==> config.mk <==
export PLATFORM = sky130hd
export DESIGN_NAME = usb_tx_sequencer
export DESIGN_NICKNAME = d
export VERILOG_FILES = /design/src/rtl/usb_tx_pkg.sv /design/src/rtl/usb_tx_sequencer_bit_timer.sv /design/src/rtl/usb_tx_sequencer.sv
export SDC_FILE = /design/constraint.sdc
export NUM_CORES = 1
export LEC_CHECK = 0
export ABC_AREA = 0
export ABC_CLOCK_PERIOD_IN_PS = 3100
export BUFFER_PORTS_ARGS = -buffer_cell sky130_fd_sc_hd__buf_2
export CAP_MARGIN = 30
export CORE_MARGIN = 1.5
export CORE_UTILIZATION = 35
export CTS_BUF_LIST = sky130_fd_sc_hd__clkbuf_8
export DETAILED_ROUTE_END_ITERATION = 12
export PLACE_DENSITY = 0.57
export SYNTH_ARGS = -nofsm -noshare
export SYNTH_HDL_FRONTEND = slang
export SYNTH_SLANG_ARGS = --single-unit
==> constraint.sdc <==
create_clock -name clk -period 3.1 [get_ports clk]
set_clock_uncertainty 0.05 [all_clocks]
set_input_delay 0.155 -clock clk [delete_from_list [all_inputs] [get_ports clk]]
set_output_delay 0.155 -clock clk [all_outputs]
set_load 0.01 [all_outputs]
==> src/rtl/usb_tx_pkg.sv <==
// Shared types and constants for the USB TX packet sequencer.
// Contents: sequencer state enum, registered control-output bundle, shifter
// source-select codes, SYNC byte, and the data-PID classifier.
package usb_tx_pkg;

  localparam int unsigned BIT_CNT_W = 3;

  // SYNC pattern as loaded into an LSB-first shifter
  localparam logic [7:0] SYNC_BYTE = 8'h80;

  // Shifter source select codes
  localparam logic [1:0] SEL_HDR    = 2'b00;
  localparam logic [1:0] SEL_FIFO   = 2'b01;
  localparam logic [1:0] SEL_CRC_LO = 2'b10;
  localparam logic [1:0] SEL_CRC_HI = 2'b11;

  // Bit index of the eighth bit of a byte (bits counted 0..7)
  localparam logic [BIT_CNT_W-1:0] LAST_BIT = BIT_CNT_W'(7);

  // EOP: periods 0..1 drive SE0, period 2 is the trailing J
  localparam logic [BIT_CNT_W-1:0] EOP_SE0_PERIODS = BIT_CNT_W'(2);
  localparam logic [BIT_CNT_W-1:0] EOP_LAST_PERIOD = BIT_CNT_W'(2);

  typedef enum logic [2:0] {
    ST_IDLE,
    ST_SYNC,
    ST_PID,
    ST_DATA,
    ST_CRC_LO,
    ST_CRC_HI,
    ST_EOP,
    ST_DONE
  } tx_state_e;

  // All sequencer outputs, registered together
  typedef struct packed {
    logic       shift_enable;
    logic       load_enable;
    logic [1:0] tx_sel;
    logic [7:0] tx_hdr_byte;
    logic       fifo_pop;
    logic       crc_clear;
    logic       crc_enable;
    logic       eop;
    logic       tx_busy;
    logic       tx_done;
  } tx_ctrl_t;

  // DATA0/DATA1/DATA2/MDATA all have PID[1:0] = 2'b11
  function automatic logic is_data_pid(input logic [3:0] pid);
    return (pid & 4'b0011) == 4'b0011;
  endfunction

endpackage

==> src/rtl/usb_tx_sequencer_bit_timer.sv <==
// Bit-period timer for the USB TX sequencer.
// Counts 0..CLKS_PER_BIT-1 and wraps; bit_strobe_c is high on the last clock
// of every bit period.
// Ports:
//   clk          in  system clock
//   n_rst        in  synchronous active-low reset
//   clear        in  hold the count at 0 (next cycle starts a fresh period)
//   bit_strobe_c out last clock of the current bit period (combinational)
module tx_bit_timer #(
  parameter int unsigned CLKS_PER_BIT = 8
) (
  input  logic clk,
  input  logic n_rst,
  input  logic clear,
  output logic bit_strobe_c
);

  localparam int unsigned TMR_W = (CLKS_PER_BIT > 1) ? $clog2(CLKS_PER_BIT) : 1;
  localparam logic [TMR_W-1:0] TMR_LAST = TMR_W'(CLKS_PER_BIT - 1);

  logic [TMR_W-1:0] timer_q;
  logic [TMR_W-1:0] timer_d;

  // Next count: clear wins, otherwise wrap at the end of the period
  always_comb begin
    timer_d = timer_q + TMR_W'(1);
    if (clear || (timer_q == TMR_LAST)) begin
      timer_d = '0;
    end
  end

  always_ff @(posedge clk) begin
    if (!n_rst) begin
      timer_q <= '0;
    end else begin
      timer_q <= timer_d;
    end
  end

  assign bit_strobe_c = (timer_q == TMR_LAST);

endmodule

==> src/rtl/usb_tx_sequencer.sv <==
// Packet-level controller for the USB TX byte shifter and NRZI encoder.
// Sequences SYNC, PID, payload, CRC16 and EOP; issues per-bit shift strobes,
// byte load pulses with source select, FIFO pops and CRC16 control, and
// stalls on encoder bit-stuff periods.
// Ports:
//   clk, n_rst      clock, synchronous active-low reset
//   tx_start        1-cycle packet request (accepted only in IDLE)
//   tx_pid          PID nibble, latched with tx_start
//   tx_byte_count   payload length, latched with tx_start (saturates to MAX_BYTES)
//   stuff_hold      encoder is sending a stuffed bit this period
//   shift_enable    shift strobe, one per transmitted bit 1..7 of a byte
//   load_enable     byte load pulse (replaces the shift of bit 8)
//   tx_sel          load source: 00 hdr, 01 fifo, 10 crc lo, 11 crc hi
//   tx_hdr_byte     SYNC/PID byte for the hdr source
//   fifo_pop        advance the show-ahead payload FIFO
//   crc_clear       seed the CRC16
//   crc_enable      CRC16 consumes the current serial bit
//   eop             drive SE0
//   tx_busy         packet in progress
//   tx_done         1-cycle end-of-packet pulse
// All outputs are registered; every pulse appears on the first clock after
// the bit-period boundary that caused it.
module usb_tx_sequencer
  import usb_tx_pkg::*;
#(
  parameter int unsigned CLKS_PER_BIT = 8,
  parameter int unsigned MAX_BYTES    = 64,
  parameter int unsigned CNT_W        = 7
) (
  input  logic             clk,
  input  logic             n_rst,
  input  logic             tx_start,
  input  logic [3:0]       tx_pid,
  input  logic [CNT_W-1:0] tx_byte_count,
  input  logic             stuff_hold,
  output logic             shift_enable,
  output logic             load_enable,
  output logic [1:0]       tx_sel,
  output logic [7:0]       tx_hdr_byte,
  output logic             fifo_pop,
  output logic             crc_clear,
  output logic             crc_enable,
  output logic             eop,
  output logic             tx_busy,
  output logic             tx_done
);

  localparam logic [CNT_W-1:0] MAX_CNT = CNT_W'(MAX_BYTES);

  tx_state_e              state_q,    state_d;
  logic [BIT_CNT_W-1:0]   bit_cnt_q,  bit_cnt_d;
  logic [CNT_W-1:0]       byte_cnt_q, byte_cnt_d;
  logic [3:0]             pid_q,      pid_d;
  tx_ctrl_t               ctrl_q,     ctrl_d;

  logic                   bit_strobe_c;
  logic                   timer_clr_c;
  logic                   in_byte_c;
  logic                   period_end_c;
  logic                   byte_end_c;
  logic [CNT_W-1:0]       sat_count_c;

  // Timer idles at 0 so the first period starts on the cycle after accept
  assign timer_clr_c = (state_q == ST_IDLE) || (state_q == ST_DONE);

  tx_bit_timer #(
    .CLKS_PER_BIT (CLKS_PER_BIT)
  ) u_bit_timer (
    .clk          (clk),
    .n_rst        (n_rst),
    .clear        (timer_clr_c),
    .bit_strobe_c (bit_strobe_c)
  );

  assign sat_count_c = (tx_byte_count > MAX_CNT) ? MAX_CNT : tx_byte_count;

  // A byte is on the wire; stuffed periods freeze the bit count
  assign in_byte_c    = (state_q == ST_SYNC)   || (state_q == ST_PID)    ||
                        (state_q == ST_DATA)   || (state_q == ST_CRC_LO) ||
                        (state_q == ST_CRC_HI);
  assign period_end_c = in_byte_c && bit_strobe_c && !stuff_hold;
  assign byte_end_c   = period_end_c && (bit_cnt_q == LAST_BIT);

  // Next-state and next-output logic
  always_comb begin
    state_d    = state_q;
    bit_cnt_d  = bit_cnt_q;
    byte_cnt_d = byte_cnt_q;
    pid_d      = pid_q;
    ctrl_d     = '0;
    // Select and header byte hold so the shifter mux stays stable
    ctrl_d.tx_sel      = ctrl_q.tx_sel;
    ctrl_d.tx_hdr_byte = ctrl_q.tx_hdr_byte;

    // Bits 1..7 shift; bit 8 is replaced by the next load (or nothing)
    if (period_end_c) begin
      ctrl_d.crc_enable = (state_q == ST_DATA);
      if (byte_end_c) begin
        bit_cnt_d = '0;
      end else begin
        ctrl_d.shift_enable = 1'b1;
        bit_cnt_d           = bit_cnt_q + BIT_CNT_W'(1);
      end
    end

    case (state_q)
      ST_IDLE: begin
        if (tx_start) begin
          state_d            = ST_SYNC;
          bit_cnt_d          = '0;
          byte_cnt_d         = sat_count_c;
          pid_d              = tx_pid;
          ctrl_d.load_enable = 1'b1;
          ctrl_d.tx_sel      = SEL_HDR;
          ctrl_d.tx_hdr_byte = SYNC_BYTE;
          ctrl_d.crc_clear   = 1'b1;
        end
      end
      ST_SYNC: begin
        if (byte_end_c) begin
          state_d            = ST_PID;
          ctrl_d.load_enable = 1'b1;
          ctrl_d.tx_sel      = SEL_HDR;
          ctrl_d.tx_hdr_byte = {~pid_q, pid_q};
        end
      end
      ST_PID, ST_DATA: begin
        if (byte_end_c) begin
          if (byte_cnt_q != '0) begin
            state_d            = ST_DATA;
            byte_cnt_d         = byte_cnt_q - CNT_W'(1);
            ctrl_d.load_enable = 1'b1;
            ctrl_d.tx_sel      = SEL_FIFO;
            ctrl_d.fifo_pop    = 1'b1;
          end else if ((state_q == ST_DATA) || is_data_pid(pid_q)) begin
            // Zero-length data packets still carry a CRC
            state_d            = ST_CRC_LO;
            ctrl_d.load_enable = 1'b1;
            ctrl_d.tx_sel      = SEL_CRC_LO;
          end else begin
            state_d = ST_EOP;
          end
        end
      end
      ST_CRC_LO: begin
        if (byte_end_c) begin
          state_d            = ST_CRC_HI;
          ctrl_d.load_enable = 1'b1;
          ctrl_d.tx_sel      = SEL_CRC_HI;
        end
      end
      ST_CRC_HI: begin
        if (byte_end_c) begin
          state_d = ST_EOP;
        end
      end
      ST_EOP: begin
        // Bit counter reused as EOP period counter; stuffing does not apply
        if (bit_strobe_c) begin
          if (bit_cnt_q == EOP_LAST_PERIOD) begin
            state_d   = ST_DONE;
            bit_cnt_d = '0;
          end else begin
            bit_cnt_d = bit_cnt_q + BIT_CNT_W'(1);
          end
        end
      end
      ST_DONE: begin
        state_d = ST_IDLE;
      end
      default: begin
        state_d = ST_IDLE;
      end
    endcase

    ctrl_d.eop     = (state_d == ST_EOP) && (bit_cnt_d < EOP_SE0_PERIODS);
    ctrl_d.tx_busy = (state_d != ST_IDLE) && (state_d != ST_DONE);
    ctrl_d.tx_done = (state_d == ST_DONE);
  end

  // State and output registers
  always_ff @(posedge clk) begin
    if (!n_rst) begin
      state_q    <= ST_IDLE;
      bit_cnt_q  <= '0;
      byte_cnt_q <= '0;
      pid_q      <= '0;
      ctrl_q     <= '0;
    end else begin
      state_q    <= state_d;
      bit_cnt_q  <= bit_cnt_d;
      byte_cnt_q <= byte_cnt_d;
      pid_q      <= pid_d;
      ctrl_q     <= ctrl_d;
    end
  end

  assign shift_enable = ctrl_q.shift_enable;
  assign load_enable  = ctrl_q.load_enable;
  assign tx_sel       = ctrl_q.tx_sel;
  assign tx_hdr_byte  = ctrl_q.tx_hdr_byte;
  assign fifo_pop     = ctrl_q.fifo_pop;
  assign crc_clear    = ctrl_q.crc_clear;
  assign crc_enable   = ctrl_q.crc_enable;
  assign eop          = ctrl_q.eop;
  assign tx_busy      = ctrl_q.tx_busy;
  assign tx_done      = ctrl_q.tx_done;

endmodule

**Word level (Yosys, flattened, before mapping)**

Cells that the tools add are included.

- Word-level logic and storage cells: 102
- Bits in registers: 38
- Input bits: 15

- Equality and inequality tests: 20
- Magnitude comparators: 2
- Add/subtract/negate cells: 3
- Multiplexer cells: 32
- Bitwise logic cells: 2
- Reductions and logical operators: 28

Operator list:

| kind | number |
|---|---|
| 3-bit 2-to-1 mux | 17 |
| 7-bit 2-to-1 mux | 4 |
| 3-bit == test (second input constant) | 8 |
| 11-bit 2-to-1 mux | 2 |
| 3-bit one-hot mux with 7 select lines | 1 |
| 8-bit one-hot mux with 2 select lines | 1 |
| 7-bit one-hot mux with 2 select lines | 1 |
| 3-bit one-hot mux with 4 select lines | 1 |
| 2-bit != test (second input constant) | 5 |
| 3-bit by 2-bit == test with 1-bit output (second input constant) | 3 |
| 7-bit greater-than comparator (second input constant) | 1 |
| 1-bit logical OR | 7 |
| 7-bit nonzero test | 1 |
| 7-bit by 1-bit subtractor with 7-bit output (second input constant) | 1 |
| 3-bit by 1-bit adder with 3-bit output (second input constant) | 2 |
| 3-bit != test (second input constant) | 2 |
| 3-bit one-hot mux with 2 select lines | 1 |
| 2-bit AND reduction | 3 |
| 3-bit AND reduction | 2 |
| 6-bit AND reduction | 1 |
| 1-bit logical AND | 5 |
| 4-bit inverter | 1 |
| 4-bit AND reduction | 1 |
| 2-bit nonzero test | 2 |
| 11 further kinds | 14 |

**Logic depth before layout (Yosys ltp)**

Gate-level depths: netlist (run 1).

- Depth in word-level cells: 14
- Mapped depth: 7
- Depth with buffers taken out: 6

**Hierarchy**

From an unflattened synthesis (run 1), not the netlist that was laid out.

- Cells, all modules: 228
- Area total of the unflattened synthesis: 1949.4 µm²

By module, submodules not included:

| module | instances | area each (µm²) | sequential area each (µm²) | cells an instance |
|---|---|---|---|---|
| usb_tx_sequencer | 1 | 1824.2 | 700.7 | 220 |
| tx_bit_timer | 1 | 125.1 | 60.1 | 8 |

**Worst setup path before layout (run 1)**

Ideal clock, no wire load.

- Path kind: reg2reg
- Start: reg bit_cnt_q[1]
- End: reg ctrl_q (netlist bit tx_hdr_byte[4])
- Setup time: 0.065 ns
- Setup slack: 1.244 ns
- Clock period less this slack: 1.856 ns
- Cell stages (with the launch flop): 8
- Data arrival time: 1.741 ns
- Required time: 2.985 ns
- Path through: dfxtp_1 > ha_1 > ha_1 > nand4b_1 > or3_1 > buf_2 > mux2_1 > nor2_1

- Word-level cells in the longest chain between the ends: 4

RTL lines:

| what | line | RTL |
|---|---|---|
| from (decl) | usb_tx_sequencer.sv:51 | `logic [BIT_CNT_W-1:0] bit_cnt_q, bit_cnt_d;` |
| from (signal assigned) | usb_tx_sequencer.sv:191 | `bit_cnt_q <= bit_cnt_d;` |
| 3-bit == test | usb_tx_sequencer.sv:82 | `assign byte_end_c = period_end_c && (bit_cnt_q == LAST_BIT);` |
| 1-bit logical AND | usb_tx_sequencer.sv:82 |  |
| 2-bit != test (no line) | - |  |
| 3-bit AND reduction (no line) | - |  |
| to (signal assigned) | usb_tx_sequencer.sv:194 | `ctrl_q <= ctrl_d;` |
| to (decl) | usb_tx_sequencer.sv:54 | `tx_ctrl_t ctrl_q, ctrl_d;` |

No other way between the ends.
A chain may end at the register's enable or synchronous reset.

**Final worst setup path (run 1)**

- Start: reg bit_cnt_q[1]
- End: reg byte_cnt_q[0]

- Word-level cells in the longest chain between the ends: 4

RTL lines:

| what | line | RTL |
|---|---|---|
| 3-bit == test | usb_tx_sequencer.sv:82 |  |
| 1-bit logical AND | usb_tx_sequencer.sv:82 |  |
| 2-bit != test (no line) | - |  |
| 4-bit AND reduction (no line) | - |  |
| to (signal assigned) | usb_tx_sequencer.sv:192 | `byte_cnt_q <= byte_cnt_d;` |
| to (decl) | usb_tx_sequencer.sv:52 | `logic [CNT_W-1:0] byte_cnt_q, byte_cnt_d;` |

No other way between the ends.

==> summary.md, run 1 <==
| Metric | Value |
|---|---|
| Status | `finished clean` |
| DRC violations left | `0` |
| Power density over the cells | `424.0 nW/um^2` |
| RSZ-0062 raised after global routing | `no` |
| Most common cell after layout, fill and taps aside | `dfxtp_1` |
| Hold Fails Final Rpt | `0` |
| Slew Viols, Final | `0` |
| Port Buf Inserts | `32` |
| Worst flop-to-flop path startpoint | `bit_cnt_q[1]` |
| IO Pins | `33` |
| Htree depth | `2` |
| Pin count of the biggest net entering global routing | `26` |
| CP Launch Point | `bit_cnt_q[1]` |
| Die X | `79.31 um` |
| Setup tns final | `0 ps` |
| EDFF count, synth | `0` |
| Vias per cell | `5.330` |
| Post-DR wirelength/cell | `14.44 um` |
| Gpl congestion | `0.8952` |
| Clk_lat worst skew | `between 200 and 300 ps` |
| Clk slew on worst S/H paths | `roughly 80 ps` |
| Synth warn | `0` |
| Bufs on Longest Clock Path | `2` |
| CTS tree | `built` |
| Setup-failing EPs final | `0` |
| Max-cap check violation count | `0` |
| Ys async rst share | `0%` |
| Final WS setup | `889.7 ps` |
| Primary FF master, synth | `dfxtp_1` |
| Area Overhead vs Synth | `13.38%` |
| Row cnt | `27` |
| Netlist cell types | `55` |
| DP HPWL | `3.497 mm` |
| Post_cts resized | `0` |
| Post-CTS Setup Inserts | `0` |
| Share of cells above drive strength 1 | `18.52%` |
| Gr usage total | `17.22%` |
| Mapped Nets | `267` |
| Dpl ws | `about 950 ps` |
| Post-Syn Instances | `about 250` |
| First drt pass iteration count | `4` |
| FF+latch count, synth | `38` |
| Hold Crit Depth | `3` |
| Post-synthesis sequential area ratio | `37.32%` |
| Class of the worst hold path | `input port to flip-flop` |
| Crit share post-route | `71.30%` |
| Setup crit end kind | `flip-flop` |
| Number of global-route vias before repair | `1760` |
| Routed WL | `about 5 mm` |
| Initial Util | `36.57%` |
| GRT Residual Overflow | `0` |
| Worst-path fanout max | `7` |
| Max_slew headroom | `a little under half` |
| Post-route minimum period | `2210 ps` |
| Critical Path AT | `2380 ps` |
| Reg2reg path depth | `6` |
| Worst vdd ir | `0.0002037 V` |
| Area of the die | `6290 sq um` |
| DR vias | `approximately 1800` |
| Hold_buf cts | `0` |
| Synth Cell Area | `2038 sq um` |
| CTS Buf Count | `5` |
| N_diodes | `0` |
| First-pass GRT wire length | `8.542 mm` |
| Worst-Margin Slew | `804.2 ps` |
| Power Total | `0.0009797 W` |
| Hold path startpoint | `tx_pid[1]` |
| Syn avg cell area | `8.319 sq um` |
| Antenna violation net count after detailed routing | `0` |
| P_leak | `between 0.9 and 1 nW` |
| Area of the core | `about 5600 sq um` |
| Crit path kind | `flip-flop to flip-flop` |
| CP required | `approximately 3300 ps` |
| Nets | `291` |
| Die Y | `79.31 um` |
| Initial DRC count | `between 100 and 150` |
| Initial antenna violation count | `0` |
| Root Buffer | `clkbuf_8` |
| Clock sinks | `38` |
| Fmax | `0.4524 GHz` |
| CP Launch Type | `flip-flop` |
| Most frequent cells in the layout | `dfxtp_1, nand2_1, buf_2` |
synthesized netlist by cell type, types with 3 or more instances:
library cell / n / area share [%]
and3_1: 3 / 0.92
buf_2: 7 / 1.7
clkbuf_1: 7 / 1.3
nor2_1: 21 / 3.9
a211oi_1: 3 / 1.1
dfxtp_1: 38 / 37
a21oi_1: 15 / 3.7
nand3_1: 9 / 2.2
or3_1: 3 / 0.92
a32oi_1: 3 / 1.3
a221oi_1: 4 / 1.7
ha_1: 7 / 4.3
inv_1: 7 / 1.3
a21boi_0: 3 / 1.1
mux2_1: 3 / 1.7
and2_1: 6 / 1.8
nand2_1: 33 / 6.1
a31oi_1: 3 / 0.92
nor2b_1: 5 / 1.5
o21ai_0: 4 / 0.98
nor3_1: 9 / 2.2
o22ai_1: 4 / 1.2
nand2b_1: 3 / 0.92
final cells by class:
type	count	area (sq um)
well taps	72	90.09
repair buffers	33	167.7
clock buffers	6	82.58
flip-flops and latches	38	760.7
multi-input cells	184	1171
fillers	582	3263
clock inverters	2	12.51
inverters	7	26.28
logic make-up after synthesis:
kind of cell / after synthesis / synth area share [%]
buf+inv: 23 / 5.218
flops: 38 / 37.32
mux: 3 / 1.657
simple gates: 115 / 30.63
compound gates: 58 / 20.38
fa+ha+maj: 8 / 4.788
metrics by stage:
| step | hold WS (ps) | util (%) | area [sq um] | instances |
|---|---|---|---|---|
| after floorplan | 241.0 | - | 2038 | 245 |
| after global placement | 349.6 | 39.75 | 2216 | 334 |
| after detailed placement | 352.7 | 39.75 | 2216 | 334 |
| after CTS | 40.25 | 41.46 | 2311 | 342 |
| after global routing | 48.84 | 41.46 | 2311 | 342 |
| final | 48.32 | 41.46 | 2311 | 342 |
path summary, 6_finish.rpt:
kind	endpoint	slack, ps
min reg2reg	u_bit_timer.timer_q[0]	370
max reg2reg	byte_cnt_q[0]	890
min	pid_q[1]	50
max	byte_cnt_q[0]	890
power by group:
| group | switching [W] | internal, W | total, W |
|---|---|---|---|
| Sequential | 0.0000127 | 0.000501 | 0.000513 |
| Clock | 0.000189 | 0.000179 | 0.000368 |
| Combinational | 0.0000608 | 0.0000382 | 0.0000990 |
metal layers:
| metal | vias up | share of wire [%] | track usage, % |
|---|---|---|---|
| li1 | 942 | - | - |
| met1 | 839 | 50 | 24.18 |
| met2 | 40 | 43 | 26.24 |
| met3 | 2 | 5.6 | 3.333 |
| met4 | 0 | 0.51 | 5.789 |
| met5 | - | 0 | 0 |
state kept, by name, indices dropped and copies added, names as in the netlist:
signal	count
bit_cnt_q	3
byte_cnt_q	7
crc_clear	1
crc_enable	1
eop	1
fifo_pop	1
load_enable	1
pid_q	4
shift_enable	1
state_q	3
tx_busy	1
tx_done	1
tx_hdr_byte	8
tx_sel	2
u_bit_timer.timer_q	3
critical path, cell delays in order (launching register included):
cell      delay [ps]
dfxtp_1          400
ha_1             170
ha_1             260
and3b_1          390
o211ai_2         250
or4_1            450
a31oi_1          160
Power figures use the tool's default switching activity.
==> inputs of run 2 (changes only) <==
Settings changed: ABC_CLOCK_PERIOD_IN_PS 3100 to 2200.
Clock period 3.1 ns to 2.2 ns, I/O delays scaled along.
==> run 2 against run 1 <==
Clock power rose by 99%. Die area unchanged. Cell count up 3.8%. Via count rose by 4.6%. Fmax grew 7.3%. First-iteration DRC count shrank 21%. Hold slack worse by 42 ps. Non-clock buffer count grew 13. Global-route usage fell by 0.25 points. Largest power group is now the clock network.
==> summary.md, run 2 (same netlist as run 1, synthesis figures left out) <==
| Metric | Value |
|---|---|
| GRT Residual Overflow | `0 (unchanged)` |
| Max_slew headroom | `62.50% (+16 points)` |
| Clock sinks | `38 (unchanged)` |
| CTS Buf Count | `5 (unchanged)` |
| N_diodes | `0 (unchanged)` |
| Initial DRC count | `93 (-21%)` |
| Final WS setup | `139.5 ps (-750.2 ps)` |
| Area Overhead vs Synth | `21.18%` |
| Setup-failing EPs final | `0 (unchanged)` |
| Logic pwr share | `9.3% (-0.8 points)` |
| Switching Fraction | `22.11% (-4.6 points)` |
| Met1 usage | `23.82% (-0.35 points)` |
| Multi-input combinational cell area | `1182 sq um (+0.96%)` |
| Seq pwr share | `45.1% (-7.3 points)` |
| CP required | `2370 ps (-900 ps)` |
| DP HPWL | `3.685 mm (+5.4%)` |
| P_leak | `1.013 nW (+9.8%)` |
| CP Launch Type | `flip-flop` |
| Number of global-route vias before repair | `1761 (+0.057%)` |
| Setup crit end kind | `flip-flop` |
| Root Buffer | `clkbuf_8` |
| Htree depth | `2 (unchanged)` |
| Post-DR wirelength/cell | `14.22 um (-1.5%)` |
| Clock share of power | `45.6% (+8.1 points)` |
| Clk_lat worst skew | `290 ps (about the same)` |
| DR vias | `1907 (+4.6%)` |
| Gr usage total | `16.97% (-0.25 points)` |
| Vias per cell | `5.372 (+0.78%)` |
| Worst vdd ir | `0.0003039 V (+49%)` |
| Internal power | `0.001250 W (+74%)` |
| Port Buf Inserts | `32 (unchanged)` |
| Routed WL | `5.048 mm (+2.2%)` |
| First-pass GRT wire length | `8.355 mm (-2.2%)` |
| Clk slew on worst S/H paths | `70 ps (about the same)` |
| Grt peak-use layer | `met2` |
| GRT met2 Usage | `25.98% (-0.26 points)` |
| Antenna violation net count after detailed routing | `0 (unchanged)` |
| Gpl congestion | `0.8388 (-6.3%)` |
| RSZ-0062 raised after global routing | `no` |
| Area of the die | `6290 sq um (unchanged)` |
| Layout filler cell count | `585 (+0.52%)` |
| Max reg flops | `8 (unchanged)` |
| DRC violations left | `0 (unchanged)` |
| Fmax | `0.4853 GHz (+7.3%)` |
| Setup tns final | `0 ps (unchanged)` |
| DP Area | `2306 sq um (+4.1%)` |
| Slew Viols, Final | `0 (unchanged)` |
| Class of the worst hold path | `input port to flip-flop` |
| Power density over the cells | `649.7 nW/um^2 (+53%)` |
| GR Util met3 | `3.448% (+0.11 points)` |
| Design area | `2470 sq um (+6.9%)` |
| Crit share post-route | `93.66% (+22 points)` |
| Reg area | `760.7 sq um (unchanged)` |
| Share of cells above drive strength 1 | `22.61% (+4.1 points)` |
| Area of the core | `5574 sq um (unchanged)` |
| Nets | `304 (+4.5%)` |
| Die X | `79.31 um (unchanged)` |
| Crit path kind | `flip-flop to flip-flop` |
| Critical Path AT | `2230 ps (-150 ps)` |
| First drt pass iteration count | `5 (+1)` |
| CTS tree | `built` |
| Status | `finished clean` |
| Most frequent cells in the layout | `dfxtp_1, nand2_1, buf_2` |
| Dpl ws | `94.52 ps (-850.6 ps)` |
| Die Y | `79.31 um (unchanged)` |
| Max-cap check violation count | `0 (unchanged)` |
| Bufs on Longest Clock Path | `2 (unchanged)` |
| Initial antenna violation count | `0 (unchanged)` |
| Pin count of the biggest net entering global routing | `24 (-7.7%)` |
| Initial Util | `36.57% (unchanged)` |
| Worst-Margin Slew | `561.8 ps (-242.4 ps)` |
| Post-route minimum period | `2060 ps (-149.8 ps)` |
| Sw power | `0.0003547 W (+35%)` |
| Worst-path fanout max | `7 (unchanged)` |
| IO Pins | `33 (unchanged)` |
| Hold Fails Final Rpt | `0 (unchanged)` |
| Most common cell after layout, fill and taps aside | `dfxtp_1` |
| Row cnt | `27 (unchanged)` |
[run 2: cell types whose count changed in the layout (fill, tap and decap cells not counted), sizes merged]
cell	delta
clkinv	-1
clkinvlp	-1
dlygate4sd3	+1
buf	+12
bufinv	+2
[run 2: layout make-up]
class,count,area share (%)
multi-input cells,184,47.87
flip-flops and latches,38,30.80
repair buffers,46,10.84
well taps,72,3.647
clock buffers,6,3.343
clock inverters,2,2.432
inverters,7,1.064
[run 2: stage by stage]
| step | util (%) | hold slack, ps | power, W | cells |
|---|---|---|---|---|
| after floorplan | - | 196.0 | 0.0008379 | 245 |
| after global placement | 41.37 | 305.8 | 0.0008866 | 346 |
| after detailed placement | 41.37 | 309.7 | 0.0008867 | 346 |
| after CTS | 44.11 | 0.7253 | 0.001626 | 355 |
| after global routing | 44.31 | 2.681 | 0.001675 | 355 |
| final | 44.31 | 6.775 | 0.001605 | 355 |
[run 2: path summary, 6_finish.rpt]
path / slack (ps) / to / depth (start not counted) / startpoint
max: 140 / byte_cnt_q[0] / 6 / bit_cnt_q[1]
min: 7 / pid_q[3] / 3 / tx_pid[3]
max reg2reg: 140 / byte_cnt_q[0] / 6 / bit_cnt_q[1]
min reg2reg: 370 / u_bit_timer.timer_q[0] / 1 / u_bit_timer.timer_q[0]
[run 2: timing repair]
item,in CTS,in global routing
setup buffers,0,0
setup endpoints to repair,0,7
hold buffers,1,0
hold endpoints to repair,1,0
gates resized for setup,0,2
[run 2: layer usage]
layer	up-vias	share of wire [%]	routed length (um)
met3	7	5.0	253
met2	52	43	2184
met1	878	51	2569
li1	970	-	-
met5	-	0	0
met4	0	0.81	41
[run 2: critical path: stages, from the launching register on]
cell and delay, ps:
dfxtp_1 390, ha_1 170, ha_1 270, and3b_1 390, o211ai_2 150, or4_1 430, a31oi_1 160
[run 2: power by group through the flow]
stage,Combinational (W),Sequential (W),Clock [W]
after floorplan,0.000103,0.000735,0
after global placement,0.000148,0.000739,0
after detailed placement,0.000148,0.000739,0
after CTS,0.000150,0.000723,0.000754
after global routing,0.000165,0.000726,0.000784
final,0.000150,0.000723,0.000732
==> inputs of run 3 (changes only) <==
Settings changed: SETUP_SLACK_MARGIN set to 0.4.
==> run 3 against run 2 <==
Combinational power increased by 15%. Die area unchanged. Clock-buffer cell count is the same. Hold slack improved by 2.0 ps. Sequential power hardly changed. Wire length grew 8.0%. Critical endpoint is now eop. Critical path depth down 1. Clock power rose by 2%.
==> summary.md, run 3 (same netlist as run 1, synthesis figures left out) <==
| Metric | Value |
|---|---|
| Status | `finished clean` |
| Bufs on Longest Clock Path | `2 (unchanged)` |
| Vias per cell | `5.510 (+2.6%)` |
| Worst-path fanout max | `10 (+3)` |
| Worst-Margin Slew | `452.4 ps (-109.3 ps)` |
| DR vias | `2000 (+4.9%)` |
| Area of the die | `6290 sq um (unchanged)` |
| Area Overhead vs Synth | `34.99%` |
| Design area | `2751 sq um (+11%)` |
| DP Area | `2290 sq um (-0.71%)` |
| Initial antenna violation count | `0 (unchanged)` |
| Initial DRC count | `120 (+29%)` |
| Root Buffer | `clkbuf_8` |
| Most frequent cells in the layout | `buf_2, nand2_1, dfxtp_1` |
| Fmax | `0.5582 GHz (+15%)` |
| Gpl congestion | `0.8348 (-0.48%)` |
| Initial Util | `36.57% (unchanged)` |
| Htree depth | `2 (unchanged)` |
| WHS | `8.782 ps (+2.007 ps)` |
| P_leak | `1.063 nW (+5.0%)` |
| Die Y | `79.31 um (unchanged)` |
| Worst vdd ir | `0.0004075 V (+34%)` |
| Most common cell after layout, fill and taps aside | `buf_2` |
| Power density over the cells | `596.6 nW/um^2 (-8.2%)` |
| CP Launch Type | `flip-flop` |
| Die X | `79.31 um (unchanged)` |
| Number of global-route vias before repair | `1844 (+4.7%)` |
| Max_slew headroom | `69.61% (+7.1 points)` |
| Crit share post-route | `81.43% (-12 points)` |
| RSZ-0062 raised after global routing | `yes` |
| Hold Fails Final Rpt | `0 (unchanged)` |
| Gr usage total | `17.81% (+0.84 points)` |
| Area of the core | `5574 sq um (unchanged)` |
| Final instance count without filler cells | `363 (+2.3%)` |
| Clk_lat worst skew | `290 ps (about the same)` |
| Nets | `312 (+2.6%)` |
| Final WS setup | `408.6 ps (+269.1 ps)` |
| First drt pass iteration count | `4 (-1)` |
| Clock sinks | `38 (unchanged)` |
| Max-cap check violation count | `0 (unchanged)` |
| Critical Path AT | `1980 ps (-250 ps)` |
| CTS tree | `built` |
| Clk slew on worst S/H paths | `80 ps (about the same)` |
| Share of cells above drive strength 1 | `38.14% (+16 points)` |
| DP HPWL | `3.630 mm (-1.5%)` |
| Pin count of the biggest net entering global routing | `24 (unchanged)` |
| GRT Residual Overflow | `0 (unchanged)` |
| Crit path kind | `flip-flop to flip-flop` |
| Setup-failing EPs final | `0 (unchanged)` |
| N_diodes | `0 (unchanged)` |
| Max reg flops | `8 (unchanged)` |
| Setup crit end kind | `flip-flop` |
| Class of the worst hold path | `input port to flip-flop` |
| First-pass GRT wire length | `8.873 mm (+6.2%)` |
| Routed WL | `5.450 mm (+8.0%)` |
| CTS Buf Count | `5 (unchanged)` |
| Slew Viols, Final | `0 (unchanged)` |
| Setup tns final | `0 ps (unchanged)` |
| DRC violations left | `0 (unchanged)` |
| Dpl ws | `178.5 ps (+84.01 ps)` |
| Post-route minimum period | `1791 ps (-269.1 ps)` |
| CP required | `2390 ps (+20 ps)` |
| Port Buf Inserts | `32 (unchanged)` |
| Placed Cells | `343 (-0.87%)` |
| Row cnt | `27 (unchanged)` |
| Post-DR wirelength/cell | `15.01 um (+5.6%)` |
| Antenna violation net count after detailed routing | `0 (unchanged)` |
| IO Pins | `33 (unchanged)` |
## run 3: changes by cell type in the layout (fill, tap and decap cells not counted), sizes merged
cell,previous run,this run
buf,45,51
dlygate4sd3,1,3
## run 3: per-stage QoR
| stage | total power [W] | utilization, % |
|---|---|---|
| final | 0.001641 | 49.36 |
| after floorplan | 0.0008379 | - |
| after detailed placement | 0.0008846 | 41.08 |
| after CTS | 0.001647 | 47.18 |
| after global placement | 0.0008844 | 41.08 |
| after global routing | 0.001708 | 49.36 |
## run 3: cell type report
class,instances,area (sq um)
timing repair buffer,54,336.6
sequential,38,775.7
inverter,7,26.28
multi-input combinational,184,1380
clock inverter,2,60.06
fill,549,2823
tap,72,90.09
clock buffer,6,82.58
## run 3: where the power goes
part | internal, W | switching [W]
combinational | 0.0000725 | 0.0000994
clock | 0.000484 | 0.000260
sequential | 0.000705 | 0.0000207
## run 3: timing repair
item / CTS / global route
hold buffers: 2 / 1
hold endpoints to repair: 2 / 1
endpoints found under the setup margin: 23 / 30
pin swaps: 7 / 14
setup buffers: 6 / 3
resized for setup: 28 / 24
## run 3: worst paths after layout
check                               from                     end  slack (ps)  cells past startpoint
setup / recovery              state_q[1]                     eop         410                      5
hold / removal                 tx_pid[0]                pid_q[0]           9                      3
hold reg to reg   u_bit_timer.timer_q[0]  u_bit_timer.timer_q[0]         400                      1
setup reg to reg              state_q[1]                     eop         410                      5
## run 3: worst max-delay path: stages, from the launching register on
cell       delay, ps
dfxtp_2          390
buf_4            190
or3b_1           440
a221oi_2         280
a2111oi_0        130
and4bb_1         250
## run 3: per-layer routing
metal,track usage (%),up-vias,part of all wire [%]
met5,0,-,0
met1,24.95,952,49
met4,4.035,0,0.64
li1,-,990,-
met2,27.86,54,45
met3,3.908,4,5.2
